[src/rtl/fp_normalize_round.sv]
`default_nettype none
// ============================================================================
//  Module      : fp_normalize_round
//  Description : Two-stage normalise-and-round back end for the FP multiplier.
//                Stage 1 picks the 1.x or 2.x product alignment and extracts
//                mantissa, guard and sticky bits. Stage 2 applies one of four
//                rounding modes, checks the exponent range and packs the
//                result. Valid/ready flow control runs on both stages.
//  Ports       : clk, rst           - clock, synchronous active-high reset
//                in_valid/in_ready  - input handshake
//                in_sign, in_exp,
//                in_prod, in_rmode  - product sign, signed biased exponent
//                                     sum, raw mantissa product, round mode
//                out_valid/out_ready- output handshake
//                out_result         - {sign, exponent, fraction}
//                out_overflow,
//                out_underflow,
//                out_inexact        - flags aligned with out_result
//  Revision    : 1.0 - initial release
// ============================================================================
module fp_normalize_round #(
    parameter int EXP_W = 8,
    parameter int MAN_W = 23
) (
    input  logic                   clk,
    input  logic                   rst,
    input  logic                   in_valid,
    output logic                   in_ready,
    input  logic                   in_sign,
    input  logic [EXP_W+1:0]       in_exp,
    input  logic [2*MAN_W+1:0]     in_prod,
    input  logic [1:0]             in_rmode,
    output logic                   out_valid,
    input  logic                   out_ready,
    output logic [EXP_W+MAN_W:0]   out_result,
    output logic                   out_overflow,
    output logic                   out_underflow,
    output logic                   out_inexact
);

    localparam int c_PW  = 2*MAN_W + 2;     // product width
    localparam int c_EW  = EXP_W + 2;       // internal signed exponent width
    localparam int c_RW  = 1 + EXP_W + MAN_W;

    localparam logic [1:0] c_RNE = 2'b00;
    localparam logic [1:0] c_RTZ = 2'b01;
    localparam logic [1:0] c_RUP = 2'b10;
    localparam logic [1:0] c_RDN = 2'b11;

    // First exponent value that no longer fits a finite encoding.
    localparam int                     c_EXP_OVF_I = (1 << EXP_W) - 1;
    localparam logic signed [c_EW-1:0] c_EXP_OVF   = c_EXP_OVF_I[c_EW-1:0];

    // ------------------------------------------------------------------
    // Pipeline registers
    // ------------------------------------------------------------------
    logic              r_s1_valid_q,  w_s1_valid_d;
    logic [MAN_W-1:0]  r_s1_man_q,    w_s1_man_d;
    logic              r_s1_guard_q,  w_s1_guard_d;
    logic              r_s1_sticky_q, w_s1_sticky_d;
    logic [c_EW-1:0]   r_s1_exp_q,    w_s1_exp_d;
    logic              r_s1_sign_q,   w_s1_sign_d;
    logic [1:0]        r_s1_rmode_q,  w_s1_rmode_d;
    logic              r_s1_zero_q,   w_s1_zero_d;

    logic              r_s2_valid_q,  w_s2_valid_d;
    logic [c_RW-1:0]   r_s2_res_q,    w_s2_res_d;
    logic              r_s2_ovf_q,    w_s2_ovf_d;
    logic              r_s2_unf_q,    w_s2_unf_d;
    logic              r_s2_inx_q,    w_s2_inx_d;

    // ------------------------------------------------------------------
    // Handshake
    // ------------------------------------------------------------------
    logic w_s2_adv;
    logic w_s1_adv;

    assign w_s2_adv = !r_s2_valid_q || out_ready;
    assign w_s1_adv = !r_s1_valid_q || w_s2_adv;
    assign in_ready = w_s1_adv;

    // ------------------------------------------------------------------
    // Stage 1: normalise
    // ------------------------------------------------------------------
    logic             w_top;
    logic [MAN_W-1:0] w_n_man;
    logic             w_n_guard;
    logic             w_n_sticky;
    logic [c_EW-1:0]  w_n_exp;

    // A product in [2,4) has its leading one at the MSB and needs one extra
    // right shift, which is absorbed by bumping the exponent.
    assign w_top      = in_prod[c_PW-1];
    assign w_n_man    = w_top ? in_prod[2*MAN_W:MAN_W+1] : in_prod[2*MAN_W-1:MAN_W];
    assign w_n_guard  = w_top ? in_prod[MAN_W]           : in_prod[MAN_W-1];
    assign w_n_sticky = w_top ? (|in_prod[MAN_W-1:0])    : (|in_prod[MAN_W-2:0]);
    assign w_n_exp    = in_exp + {{(c_EW-1){1'b0}}, w_top};

    // ------------------------------------------------------------------
    // Stage 2: round and range check
    // ------------------------------------------------------------------
    logic             w_gs;
    logic             w_incr;
    logic [MAN_W:0]   w_sum;
    logic             w_carry;
    logic [c_EW-1:0]  w_r_exp;
    logic             w_ovf_cond;
    logic             w_unf_cond;
    logic             w_to_inf;
    logic [c_RW-1:0]  w_r_res;
    logic             w_r_ovf;
    logic             w_r_unf;
    logic             w_r_inx;

    assign w_gs = r_s1_guard_q || r_s1_sticky_q;

    always_comb begin
        w_incr = 1'b0;
        case (r_s1_rmode_q)
            c_RNE:   w_incr = r_s1_guard_q && (r_s1_sticky_q || r_s1_man_q[0]);
            c_RTZ:   w_incr = 1'b0;
            c_RUP:   w_incr = !r_s1_sign_q && w_gs;
            c_RDN:   w_incr = r_s1_sign_q && w_gs;
            default: w_incr = 1'b0;
        endcase
    end

    // On a carry out the low MAN_W bits of the sum are already zero, so the
    // fraction field needs no separate clearing.
    assign w_sum    = {1'b0, r_s1_man_q} + {{MAN_W{1'b0}}, w_incr};
    assign w_carry  = w_sum[MAN_W];
    assign w_r_exp  = r_s1_exp_q + {{(c_EW-1){1'b0}}, w_carry};

    // Range checks use the full signed width so wrapped values never alias
    // into the legal exponent range.
    assign w_ovf_cond = $signed(w_r_exp) >= c_EXP_OVF;
    assign w_unf_cond = w_r_exp[c_EW-1] || (w_r_exp == '0);

    // Overflow saturates to infinity only when rounding moves toward the
    // infinity of the result's sign.
    assign w_to_inf = (r_s1_rmode_q == c_RNE)
                   || ((r_s1_rmode_q == c_RUP) && !r_s1_sign_q)
                   || ((r_s1_rmode_q == c_RDN) &&  r_s1_sign_q);

    always_comb begin
        w_r_res = {r_s1_sign_q, w_r_exp[EXP_W-1:0], w_sum[MAN_W-1:0]};
        w_r_ovf = 1'b0;
        w_r_unf = 1'b0;
        w_r_inx = w_gs;
        // An exact zero product is zero regardless of its exponent.
        if (r_s1_zero_q) begin
            w_r_res = {r_s1_sign_q, {(EXP_W+MAN_W){1'b0}}};
            w_r_inx = 1'b0;
        end else if (w_ovf_cond) begin
            w_r_ovf = 1'b1;
            w_r_inx = 1'b1;
            if (w_to_inf) begin
                w_r_res = {r_s1_sign_q, {EXP_W{1'b1}}, {MAN_W{1'b0}}};
            end else begin
                w_r_res = {r_s1_sign_q, {(EXP_W-1){1'b1}}, 1'b0, {MAN_W{1'b1}}};
            end
        end else if (w_unf_cond) begin
            // No subnormal encodings: tiny results flush to signed zero.
            w_r_unf = 1'b1;
            w_r_inx = 1'b1;
            w_r_res = {r_s1_sign_q, {(EXP_W+MAN_W){1'b0}}};
        end
    end

    // ------------------------------------------------------------------
    // Next-state logic
    // ------------------------------------------------------------------
    always_comb begin
        w_s1_valid_d  = r_s1_valid_q;
        w_s1_man_d    = r_s1_man_q;
        w_s1_guard_d  = r_s1_guard_q;
        w_s1_sticky_d = r_s1_sticky_q;
        w_s1_exp_d    = r_s1_exp_q;
        w_s1_sign_d   = r_s1_sign_q;
        w_s1_rmode_d  = r_s1_rmode_q;
        w_s1_zero_d   = r_s1_zero_q;
        w_s2_valid_d  = r_s2_valid_q;
        w_s2_res_d    = r_s2_res_q;
        w_s2_ovf_d    = r_s2_ovf_q;
        w_s2_unf_d    = r_s2_unf_q;
        w_s2_inx_d    = r_s2_inx_q;

        // Output registers only load real beats, so they hold steady across
        // stalls and bubbles.
        if (w_s2_adv) begin
            w_s2_valid_d = r_s1_valid_q;
            if (r_s1_valid_q) begin
                w_s2_res_d = w_r_res;
                w_s2_ovf_d = w_r_ovf;
                w_s2_unf_d = w_r_unf;
                w_s2_inx_d = w_r_inx;
            end
        end

        if (w_s1_adv) begin
            w_s1_valid_d = in_valid;
            if (in_valid) begin
                w_s1_man_d    = w_n_man;
                w_s1_guard_d  = w_n_guard;
                w_s1_sticky_d = w_n_sticky;
                w_s1_exp_d    = w_n_exp;
                w_s1_sign_d   = in_sign;
                w_s1_rmode_d  = in_rmode;
                w_s1_zero_d   = ~|in_prod;
            end
        end
    end

    always_ff @(posedge clk) begin
        if (rst) begin
            r_s1_valid_q  <= 1'b0;
            r_s1_man_q    <= '0;
            r_s1_guard_q  <= 1'b0;
            r_s1_sticky_q <= 1'b0;
            r_s1_exp_q    <= '0;
            r_s1_sign_q   <= 1'b0;
            r_s1_rmode_q  <= 2'b00;
            r_s1_zero_q   <= 1'b0;
            r_s2_valid_q  <= 1'b0;
            r_s2_res_q    <= '0;
            r_s2_ovf_q    <= 1'b0;
            r_s2_unf_q    <= 1'b0;
            r_s2_inx_q    <= 1'b0;
        end else begin
            r_s1_valid_q  <= w_s1_valid_d;
            r_s1_man_q    <= w_s1_man_d;
            r_s1_guard_q  <= w_s1_guard_d;
            r_s1_sticky_q <= w_s1_sticky_d;
            r_s1_exp_q    <= w_s1_exp_d;
            r_s1_sign_q   <= w_s1_sign_d;
            r_s1_rmode_q  <= w_s1_rmode_d;
            r_s1_zero_q   <= w_s1_zero_d;
            r_s2_valid_q  <= w_s2_valid_d;
            r_s2_res_q    <= w_s2_res_d;
            r_s2_ovf_q    <= w_s2_ovf_d;
            r_s2_unf_q    <= w_s2_unf_d;
            r_s2_inx_q    <= w_s2_inx_d;
        end
    end

    assign out_valid     = r_s2_valid_q;
    assign out_result    = r_s2_res_q;
    assign out_overflow  = r_s2_ovf_q;
    assign out_underflow = r_s2_unf_q;
    assign out_inexact   = r_s2_inx_q;

endmodule
`default_nettype wire

[config.mk]
export PLATFORM = sky130hd
export DESIGN_NAME = fp_normalize_round
export DESIGN_NICKNAME = d
export VERILOG_FILES = /design/src/rtl/fp_normalize_round.sv
export SDC_FILE = /design/constraint.sdc
export NUM_CORES = 1
export LEC_CHECK = 0
export CAP_MARGIN = 20
export CORE_MARGIN = 2
export CORE_UTILIZATION = 45
export DETAILED_ROUTE_END_ITERATION = 8
export GPL_TIMING_DRIVEN = 0
export PLACE_DENSITY = 0.74
export SETUP_SLACK_MARGIN = 0.1
export SLEW_MARGIN = 20
export SYNTH_ARGS = -nofsm -noshare
export SYNTH_HDL_FRONTEND = slang
export SYNTH_SLANG_ARGS = --single-unit
[constraint.sdc]
create_clock -name clk -period 4.75 [get_ports clk]
set_input_delay 0.475 -clock clk [delete_from_list [all_inputs] [get_ports clk]]
set_output_delay 0.475 -clock clk [all_outputs]
set_load 0.1 [all_outputs]
# Word level (Yosys, flattened, before mapping)
# Cells that the tools add are included.
[word_totals]
regBits = 76
input_bits = 65
output_inout_bits = 37
[op_classes]
add_sub_neg = 3
magnitude_cmp = 1
n_eq_ne = 3
mux = 16
reduce_logical = 23
[op_table]
columns = ["cell", "count"]
rows = [
  ["31-bit two-way mux", 3],
  ["48-bit OR reduction", 1],
  ["23-bit by 1-bit adder with 24-bit output", 1],
  ["24-bit two-way mux", 1],
  ["23-bit two-way mux", 1],
  ["23-bit OR reduction", 1],
  ["22-bit OR reduction", 1],
  ["10-bit by 1-bit adder with 10-bit output", 2],
  ["10-bit by 9-bit greater-or-equal comparator with 1-bit output, second input constant", 1],
  ["10-bit logical NOT", 1],
  ["1-bit two-way mux", 10],
  ["1-bit logical OR", 7],
  ["1-bit logical AND", 5],
  ["2-bit equality test, second input constant", 2],
  ["1-bit logical NOT", 4],
  ["1-bit case mux with 4 select lines", 1],
  ["2-bit AND reduction", 2],
  ["2-bit by 1-bit equality test with 1-bit output, second input constant", 1],
  ["2-bit logical NOT", 1],
]

# Logic depth before layout (Yosys ltp)
# Gate-level depths: netlist of run 1.
[depth]
depth_word = 10
ltp_mapped = 18

# Worst setup path after synthesis of run 1
# OpenSTA, ideal clock, no wires.
[synth_path]
kind = "reg2reg"
startpoint = "reg r_s1_rmode_q[0]"
endpoint = "reg r_s2_res_q[22] (netlist: out_result[22])"
setup_time_ns = 0.122
arrival_time_ns = 3.812
slack_ns = 0.816
stages_incl_launch_ff = 17
n_path_buf = 0
path_cell_list = "dfxtp_1 and2_1 ha_1 o32ai_1 ha_1 nand3_1 nor4_4 nand2_1 nor2_1 ha_1 ha_1 xor2_2 nor3b_4 o211ai_2 and2_4 o2111a_2 a221o_1"
[synth_between]
elab_chain_len = 9
[synth_rtl]
columns = ["item", "line", "text"]
rows = [
  ["from (decl)", "63", "logic [1:0] r_s1_rmode_q, w_s1_rmode_d;"],
  ["from (signal assigned)", "236", "r_s1_rmode_q <= w_s1_rmode_d;"],
  ["branches (longest 7 deep; another with 23-bit by 1-bit adder with 24-bit output)", "-", ""],
  ["31-bit two-way mux *", "154", "end else if (w_ovf_cond) begin"],
  ["31-bit two-way mux *", "151", "if (r_s1_zero_q) begin"],
  ["to (signal assigned)", "239", "r_s2_res_q <= w_s2_res_d;"],
  ["to (decl)", "67", "logic [c_RW-1:0] r_s2_res_q, w_s2_res_d;"],
]
# Every way passes the cells marked *.
# A chain may end at the register's enable or synchronous reset.

# Worst setup path after layout of run 1
# Ends and elaborated chain as after synthesis.

==> key figures, run 1 <==
Synthesis
  – FFs w/ async S/R, synth: 0%
  – Post-synthesis cell area: 4210 um^2
  – Synth cell types: 58
  – Post-synthesis cell count: 504
  – EDFF count, synth: 0
  – Syn Area/Cell: 8.35 um^2
  – Cell taking the most area after synthesis: dfxtp_1
  – Syn Nets: 576
  – Seq/Total Area, Yosys: 36.2%
  – Yosys reg bits: 76
  – Top cells by count, synth: 76 x dfxtp_1, 75 x nand2_1, 54 x nor2_1
  – Syn. warnings: 0
  – Post-synth top area share: 36.2%
  – Synth area leaders: dfxtp_1 36%, a211oi_1 7.5%, nand2_1 6.7%, mux2i_1 5.7%, xnor2_1 5.2%
  – Post-synth top flop: dfxtp_1
  – Most frequent cell after synthesis: dfxtp_1

Place
  – DP HPWL: 8.95 mm
  – IO buf count: 100
  – Placement Setup Slack: 0.156 ns
  – Routability congestion estimate: 0.853

Clock network
  – CTS Root Cell: clkbuf_8
  – CTS tree: yes
  – CTS buffer count: 9
  – Num Clock Sinks: 76
  – Clock Latency Late Sink: 0.35 ns
  – Htree depth: 3
  – Max clock buf depth: 2
  – Clk slew on worst S/H paths: 0.08 ns

Detailed routing
  – Detailed router's first-iteration violation count: 201
  – First-pass iteration count of the detailed router: 5
  – Post-DR wirelength/cell: 15.3 um
  – Post-DRT Antenna Nets: 0
  – Vias: 4033
  – Vias/cell: 5.51
  – Routed Wire Length: 11.2 mm
  – DRC viols: 0

Finish
  – ANT cells: 0
  – Fill count: 804
  – Layout cells sized above 1: 7.57%
  – Synth-to-Final Area Change: 32.2%
  – Final nets: 689

STA
  – Final setup TNS: 0 ns
  – Max_slew headroom: 34.7%
  – Min Tclk post-route: 4.30 ns
  – Final WS setup: 0.450 ns
  – RSZ-0062 raised after global routing: false
  – Clk_skew: 0.00612 ns
  – Achievable frequency: 0.233 GHz
  – Final period util: 90.5%
  – Worst Tran Pin Value: 0.977 ns
  – Final hold vios: 0
  – Setup-failing EPs final: 0
  – Max Slew Vio Count: 0

Global route
  – First-pass GRT wire length: 18.4 mm
  – Grt ovf: 0
  – GRT Total Usage: 23.0%
  – Largest net degree at the start of global routing: 14
  – Number of global-route vias before repair: 3790
  – Initial antenna violation count: 0

Critical path
  – Critical path required time: 4.99 ns
  – Worst setup path class: register to register
  – Crit-path max FO: 7
  – Crit. End Element: register
  – Critical Path Start Type: register
  – Data arrival time of the critical path: 4.54 ns

Floorplan
  – Die Y: 101 um
  – Die area: 10100 um^2
  – Initial core utilization: 46.0%
  – I/O pin cnt: 102
  – Area of the core: 9150 um^2
  – Die width: 101 um
  – Row cnt: 35

Run status
  – Run status: completed

Pwr
  – Worst VDD drop: 0.000140 V
  – PD cells: 289 nW/um^2
  – P_leak: 2.11 nW

Hold path
  – Hold Path Class: input pin to register

Run
  – MaxCap Viol Count: 0
==> per-layer routing <==
metal,global-route usage [%],part of all wire (%),vias to the layer above
li1,-,-,2050
met1,32.1,47,1839
met2,36.4,45,133
met3,3.26,6.1,11
met4,7.69,1.2,0
met5,0,0,-
==> state kept, by name, indices dropped and copies added, names as in the netlist <==
register       count
r_s1_guard_q       1
r_s1_exp_q        10
out_inexact        1
out_result        32
out_underflow      1
out_overflow       1
r_s1_valid_q       1
out_valid          1
r_s1_sticky_q      1
r_s1_rmode_q       2
r_s1_sign_q        1
r_s1_man_q        23
r_s1_zero_q        1
==> layout by cell type, fill, tap and decap left out, types with 5 or more instances in the layout <==
master | netlist | layout
o21ai_1 | 8 | 8
nor2_1 | 54 | 54
inv_1 | 5 | 5
and3_1 | 5 | 5
ha_1 | 7 | 6
clkbuf_1 | 18 | 17
a21oi_1 | 31 | 31
clkbuf_8 | 0 | 9
nand4_1 | 7 | 7
xnor2_1 | 25 | 25
a221o_1 | 7 | 7
buf_4 | 4 | 6
clkdlybuf4s50_1 | 0 | 100
a211oi_1 | 42 | 42
nor3_1 | 11 | 11
nand2_1 | 75 | 75
nand3_1 | 22 | 21
nor4_1 | 12 | 12
o21ai_0 | 9 | 9
dfxtp_1 | 76 | 76
mux2i_1 | 24 | 24
xor2_1 | 7 | 7
==> worst paths after layout <==
check	from	end	slack [ns]	cells past startpoint
worst max-delay path	r_s1_rmode_q[0]	out_result[22]	0.45	16
worst min-delay path	rst	out_inexact	0.40	3
worst max register to register	r_s1_rmode_q[0]	out_result[22]	0.45	16
worst min register to register	out_result[24]	out_result[24]	0.45	2
==> where the power goes <==
| part | internal [mW] | total, mW | switching [mW] |
|---|---|---|---|
| Combinational | 0.156 | 0.407 | 0.251 |
| Sequential | 0.676 | 0.714 | 0.0381 |
| Clock | 0.240 | 0.486 | 0.246 |
==> cells by family (layout without fill, tap and decap cells) <==
logic type	Yosys count	count (layout)	share of synthesized area [%]
buffers and inverters	34	151	4.10
and+or+nand+nor	211	211	24.4
xor gates and xnor gates	34	34	7.44
muxes	25	25	6.25
AOI/OAI and AO/OA	117	117	19.6
DFF	76	76	36.2
adders and majority gates	7	7	2.08
==> area by class of cell <==
cell class                      count  area [um^2]  area share [%]
Tap cell                          111          139            2.50
Sequential cell                    76         1520            27.4
Clock buffer                        9          124            2.23
Clock inverter                      6         65.1            1.17
Inverter                            5         18.8           0.338
Multi-Input combinational cell    394         2520            45.3
Timing Repair Buffer              102         1020            18.3
Buffer                             29          155            2.79
==> what timing repair did <==
action / in CTS / in global routing
hold buffers: 0 / 0
buffers inserted: 0 / 2
resized for setup: 0 / 4
endpoints found under the setup margin: 0 / 26
==> critical path: stages (launching register included) <==
cell      delay [ns]
dfxtp_1         0.35
and2_1          0.17
ha_1            0.27
o32ai_1         0.28
ha_1            0.25
nand3_2         0.19
nor4_4          0.33
nand2_1         0.09
nor2_1          0.22
ha_1            0.29
ha_2            0.28
xor2_2          0.23
nor3b_4         0.28
o211ai_2        0.13
and2_4          0.19
o2111a_2        0.32
a221o_1         0.33
==> metrics by stage <==
step                      total power, mW  utilization [%]  instance area (um^2)  hold slack, ns  std cells
after floorplan                     0.991                -                  4210           0.441        504
after CTS                            1.61             60.5                  5540           0.390        730
after global placement               1.13             58.4                  5350           0.439        715
after global routing                 1.68             60.7                  5560           0.405        732
final                                1.61             60.7                  5560           0.397        732
after detailed placement             1.13             58.4                  5350           0.445        715
(Power assumes the default switching activity.)
==> run 2: changes to the inputs <==
- GPL_ROUTABILITY_DRIVEN: not set -> 0
- RECOVER_POWER: not set -> 100
==> run 2 against run 1 <==
  * Register-to-register slack got worse by 0.03 ns
  * Global-route usage rose by 0.18 points
  * Critical endpoint is now out_result[19]
  * Clock skew rose by 0.0046 ns
  * Non-clock buffer count rose by 1
  * Count of clock-buffer cells in the layout did not move
  * First-iteration DRC count fell by 15%
  * Core utilization rose by 0.33 points
  * Largest power group unchanged
  * Flip-flop and latch count did not move
==> key figures, run 2 (synthesis gave the netlist of run 1 again) <==
Critical path
  – Worst reg2reg startpoint: r_s1_rmode_q[0] (unchanged)
  – Worst setup path class: register to register (unchanged)
  – Crit-path max FO: 10 (was 7)
  – Critical Path Start Type: register (unchanged)
  – Worst R2R Path Depth: 17 (was 16)
  – CP most frequent cell: ha_1 (unchanged)
  – Reg2reg setup slack: 0.42 ns (was 0.45 ns)
  – Setup crit end: out_result[19] (was out_result[22])
  – Critical path required time: 5.00 ns (was 4.99 ns)
  – R2r endpoint: out_result[19] (was out_result[22])
  – Crit. End Element: register (unchanged)
  – Critical Path Max Stage Delay: 0.34 ns (was 0.35 ns)
  – CP max-delay cell: dfxtp_1 (unchanged)
  – Crit-path cells: and2_0 > ha_1 > o32ai_1 > ha_1 > nand3_2 > nor4_4 > nand2_1 > nor2_1 > ha_1 > ha_1 > and4_1 > nand3_2 > o21ai_4 > nand2_4 > and4_1 > buf_4 > a221o_1 (was and2_1 > ha_1 > o32ai_1 > ha_1 > nand3_2 > nor4_4 > nand2_1 > nor2_1 > ha_1 > ha_2 > xor2_2 > nor3b_4 > o211ai_2 > and2_4 > o2111a_2 > a221o_1)
  – Critical Path Source: r_s1_rmode_q[0] (unchanged)
  – Data arrival time of the critical path: 4.59 ns (was 4.54 ns)

STA
  – Final hold vios: 0 (unchanged)
  – Max_slew headroom: 33.7% (was 34.7%)
  – Max Slew Vio Count: 0 (unchanged)
  – Achievable frequency: 0.231 GHz (was 0.233 GHz)
  – Final period util: 91.2% (was 90.5%)
  – Clk_skew: 0.0108 ns (was 0.00612 ns)
  – Final setup TNS: 0 ns (unchanged)
  – Worst Tran Pin Value: 0.991 ns (was 0.977 ns)
  – RSZ-0062 raised after global routing: false (unchanged)
  – Min Tclk post-route: 4.33 ns (was 4.30 ns)
  – Setup-failing EPs final: 0 (unchanged)

Finish
  – ANT cells: 0 (unchanged)
  – Layout cells sized above 1: 7.38% (was 7.57%)
  – Most frequent cells in the layout: 76 x dfxtp_1, 75 x nand2_1, 61 x clkdlybuf4s50_1, 54 x nor2_1, 42 x a211oi_1 (was 100 x clkdlybuf4s50_1, 76 x dfxtp_1, 75 x nand2_1, 54 x nor2_1, 42 x a211oi_1)
  – Synth-to-Final Area Change: 32.9% (was 32.2%)
  – Fill count: 784 (was 804)
  – Commonest non-fill, non-tap cell in the layout: dfxtp_1 (was clkdlybuf4s50_1)
  – Final nets: 690 (was 689)
  – Max reg flops: 32 (unchanged)

Detailed routing
  – First-pass iteration count of the detailed router: 4 (was 5)
  – Detailed router's first-iteration violation count: 170 (was 201)
  – Post-DRT Antenna Nets: 0 (unchanged)
  – Vias: 4145 (was 4033)
  – DRC viols: 0 (unchanged)
  – Vias/cell: 5.65 (was 5.51)
  – Routed Wire Length: 11.4 mm (was 11.2 mm)
  – Post-DR wirelength/cell: 15.5 um (was 15.3 um)

Clock network
  – CTS tree: yes (unchanged)
  – Num Clock Sinks: 76 (unchanged)
  – CTS Root Cell: clkbuf_8 (unchanged)
  – Max clock buf depth: 2 (unchanged)
  – CTS buffer count: 9 (unchanged)
  – Htree depth: 3 (unchanged)
  – Clock Latency Late Sink: 0.36 ns (was 0.35 ns)
  – Clk slew on worst S/H paths: 0.08 ns (about the same)

Floorplan
  – Initial core utilization: 46.0% (unchanged)
  – Area of the core: 9150 um^2 (unchanged)
  – Die Y: 101 um (unchanged)
  – Die area: 10100 um^2 (unchanged)
  – Die width: 101 um (unchanged)
  – I/O pin cnt: 102 (unchanged)
  – Row cnt: 35 (unchanged)

Global route
  – GRT Total Usage: 23.2% (was 23.0%)
  – Number of global-route vias before repair: 3887 (was 3790)
  – Grt ovf: 0 (unchanged)
  – Initial antenna violation count: 0 (unchanged)
  – Largest net degree at the start of global routing: 15 (was 14)
  – First-pass GRT wire length: 18.5 mm (was 18.4 mm)

Pwr
  – Worst VDD drop: 0.000144 V (was 0.000140 V)
  – P_leak: 2.23 nW (was 2.11 nW)
  – Pwr Total: 1.67 mW (was 1.61 mW)
  – PD cells: 298 nW/um^2 (was 289 nW/um^2)

Hold path
  – Worst Hold Path Cells: 2 (was 3)
  – Hold Path Class: register to register (was input pin to register)

Run status
  – Run status: completed (unchanged)

Place
  – IO buf count: 100 (unchanged)
  – DP HPWL: 9.06 mm (was 8.95 mm)

Run
  – MaxCap Viol Count: 0 (unchanged)
[run 2: area by class of cell]
type | instances | area, um^2 | share of cell area (%)
clock inverter | 7 | 98.8 | 1.77
multi-input combinational | 394 | 2520 | 45.0
inverter | 5 | 18.8 | 0.336
timing repair buffer | 103 | 1020 | 18.3
tap | 111 | 139 | 2.48
sequential | 76 | 1520 | 27.2
buffer | 29 | 146 | 2.62
clock buffer | 9 | 124 | 2.22
[run 2: repair_timing]
item                       4_1_cts  5_1_grt
buffers inserted                 0        3
resized for setup                0        2
setup endpoints to repair        0       27
hold buffers                     0        0
[run 2: through the flow]
step | hold WS [ns] | area (um^2) | cells | setup slack [ns] | util, %
after floorplan | 0.441 | 4210 | 504 | 0.816 | -
after global placement | 0.439 | 5350 | 715 | 0.253 | 58.4
after detailed placement | 0.444 | 5350 | 715 | 0.127 | 58.4
after CTS | 0.388 | 5570 | 731 | 0.132 | 60.8
after global routing | 0.475 | 5590 | 734 | 0.0762 | 61.1
final | 0.447 | 5590 | 734 | 0.416 | 61.1
[run 2: critical path, delay by kind of cell (launching register included)]
kind / cells / cell delay (ns)
AO/OA/AOI/OAI: 3 / 0.80
adder cells (fa/ha/maj): 4 / 1.12
buffers and inverters: 1 / 0.16
flip-flops: 1 / 0.34
AND/OR/NAND/NOR: 9 / 1.80
[run 2: how the worst min path moves through the flow]
stage	startpoint	end	slack (ns)
6_report	out_result[4]	out_result[4]	0.45
5_1_grt	out_result[4]	out_result[4]	0.48
3_3_place_gp	out_result[5]	out_result[5]	0.44
3_5_place_dp	out_result[4]	out_result[4]	0.44
4_1_cts	rst	out_inexact	0.39
2_1_floorplan	r_s1_exp_q[0]	r_s1_exp_q[0]	0.44
[run 2: where the power goes]
part	switching, mW	internal (mW)	leakage [nW]
Combinational	0.253	0.149	1.50
Clock	0.254	0.298	0.110
Sequential	0.0381	0.676	0.625
Total	0.544	1.12	2.23
[run 2: per-layer routing]
layer  track usage [%]  vias to the layer above  wire length (um)
li1                  -                     2062                 -
met1              31.0                     1912              5170
met2              38.4                      152              5360
met3              3.12                       19               695
met4              7.90                        0               191
met5                 0                        -                 0
==> run 3: changes to the inputs <==
- TNS_END_PERCENT: not set -> 1
==> results of run 3 <==
Final layout, timing and power as in run 2 (identical DEF).
==> edit, RTL diff (settings of run 3) <==
Change the parameter `EXP_W` from 8 to 7.
--- a/src/rtl/fp_normalize_round.sv
+++ b/src/rtl/fp_normalize_round.sv
@@ -19,7 +19,7 @@
 //  Revision    : 1.0 - initial release
 // ============================================================================
 module fp_normalize_round #(
-    parameter int EXP_W = 8,
+    parameter int EXP_W = 7,
     parameter int MAN_W = 23
 ) (
     input  logic                   clk,
Interface: changed (resized in_exp and out_result); port bits go from 102 to 100. The function was not compared with the original's and may differ.
==> edit against run 3 <==
Critical path type unchanged. Critical endpoint is now out_result[15]. Synthesized area down 4.6%. Synthesized cell count decreased by 4.8%. Clock skew increased by 0.0055 ns. Setup slack lost 0.078 ns. Total power shrank 5.5%. Highest routed layer unchanged. Die area down 4.5%. Final area decreased by 3.8%. Routed wire length shrank 2.7%. Sequential cell count is 2 lower.
==> edit: results (changes against run 3) <==
* Final wirelength at 11.10 mm (-2.7%)
* Synthesized area per cell at 8.357 sq um (+0.13%)
* Pin count of the biggest net entering global routing at 14 (-1)
* Root Driver: clkbuf_8
* Status: finished clean
* GRT Overall Usage at 0.2288 (-0.002901)
* Worst vdd ir at 0.1207 mV (-16%)
* Final #Nets at 662 (-4.1%)
* Vias at 4076 (-1.7%)
* Met1 Wirelength at 5.018 mm (-2.9%)
* Fin Clk Skew at 0.01623 ns (+0.005471 ns)
* Most frequent cells after synthesis: dfxtp_1, nand2_1, nor2_1, a211oi_1, clkbuf_1
* Worst R2R Setup Slack at 0.34 ns (-0.08 ns)
* Max reg flops at 31 (-3.1%)
* Dpl cells at 686 (-4.1%)
* Number of fill cells in the layout at 775 (-1.1%)
* Via count of the first global-routing pass at 3765 (-3.1%)
* Number of port buffers at 98 (-2.0%)
* Slew margin rel. at 0.3390 (+0.001932)
* Leak at 2.022 nW (-9.4%)
* HPWL Detailed at 8.746 mm (-3.5%)
* Wire length of the first global-routing pass at 18.00 mm (-2.8%)
* First-pass iteration count of the detailed router at 5 (+1)
* Arrival time of the worst setup path at 4.62 ns (+0.03 ns)
* Sequential-to-total area share from yosys stat at 0.3693 (+0.007618)
* Synth cell types at 49 (-16%)
* Routed wire length on met3 at 690 microns (-0.72%)
* Share of cells above drive strength 1 at 0.04866 (-0.02518)
* Worst-Skew Late Latency at approximately 0.37 ns
edit: changes by cell type in the layout (fill, tap and decap cells not counted), sizes merged, moves of 6 or more:
cell    change
nand2      -20
o211ai     +18
a21oi      -14
xnor2      -11
a211oi     -10
nand3      -10
clkbuf      +9
o21ai       -8
a22oi       +6
and4        +6
nor3        -6
edit: repair_timing:
action                                  in CTS  in global routing
gates resized for setup                      1                  2
endpoints found under the setup margin       9                 23
pin swaps                                    0                  2
setup buffers                                0                  2
edit: worst max-delay path, stage by stage (launching register included):
cell and delay [ns]:
dfxtp_1 0.34, and2_0 0.16, ha_1 0.26, o32ai_1 0.32
ha_1 0.25, and2_1 0.13, clkbuf_1 0.20, nand2_1 0.13
nor2_1 0.12, nand4_1 0.12, nor2_1 0.21, ha_1 0.31
and4_4 0.25, buf_6 0.12, xor2_1 0.10, a311o_1 0.46
nand4_1 0.11, buf_4 0.16, clkbuf_1 0.36, o211ai_1 0.15
edit: area by class of cell:
| cell class | instances | area share |
|---|---|---|
| clock inverters | 6 | 0.01675 |
| multi-input cells | 363 | 0.4386 |
| plain buffers | 35 | 0.02769 |
| repair buffers | 100 | 0.1852 |
| inverters | 8 | 0.005584 |
| well taps | 108 | 0.02513 |
| flip-flops and latches | 74 | 0.2755 |
| clock buffers | 10 | 0.02559 |
edit: per-layer routing:
metal / vias up / track usage
li1: 2007 / -
met1: 1900 / 0.2995
met2: 149 / 0.3799
met3: 20 / 0.03972
met4: 0 / 0.08430
met5: - / 0
edit: worst paths after layout:
path,start,endpoint,cells past startpoint
worst max-delay path,r_s1_rmode_q[0],out_result[15],19
worst min-delay path,out_overflow,out_overflow,2
worst max register to register,r_s1_rmode_q[0],out_result[15],19
worst min register to register,out_overflow,out_overflow,2
edit: cell families (layout without fill, tap and decap cells):
group	count (synthesis)	after routing	share of synthesized area
AO/OA/AOI/OAI	123	123	0.2236
flip-flops	74	74	0.3693
buffers and inverters	43	159	0.04429
adder cells (fa/ha/maj)	7	7	0.02183
multiplexers	24	24	0.05989
AND/OR/NAND/NOR	181	181	0.2199
XOR/XNOR	28	28	0.06114
edit: where the power goes:
part / total (mW) / switching, mW / internal (mW)
clock network: 0.553 / 0.243 / 0.311
logic: 0.333 / 0.205 / 0.128
registers: 0.690 / 0.0346 / 0.655
total: 1.58 / 0.483 / 1.09
edit: through the flow:
step	util	total power [mW]	setup WS (ns)	hold WS [ns]	area [sq um]
3_5_place_dp	0.5908	1.038	0.1094	0.4566	5127
3_3_place_gp	0.5908	1.030	0.2394	0.4450	5127
2_1_floorplan	-	0.9090	1.063	0.4578	4011
4_1_cts	0.6178	1.578	0.2948	0.4709	5361
5_1_grt	0.6197	1.636	0.01055	0.4908	5378
6_report	0.6197	1.576	0.3373	0.4614	5378
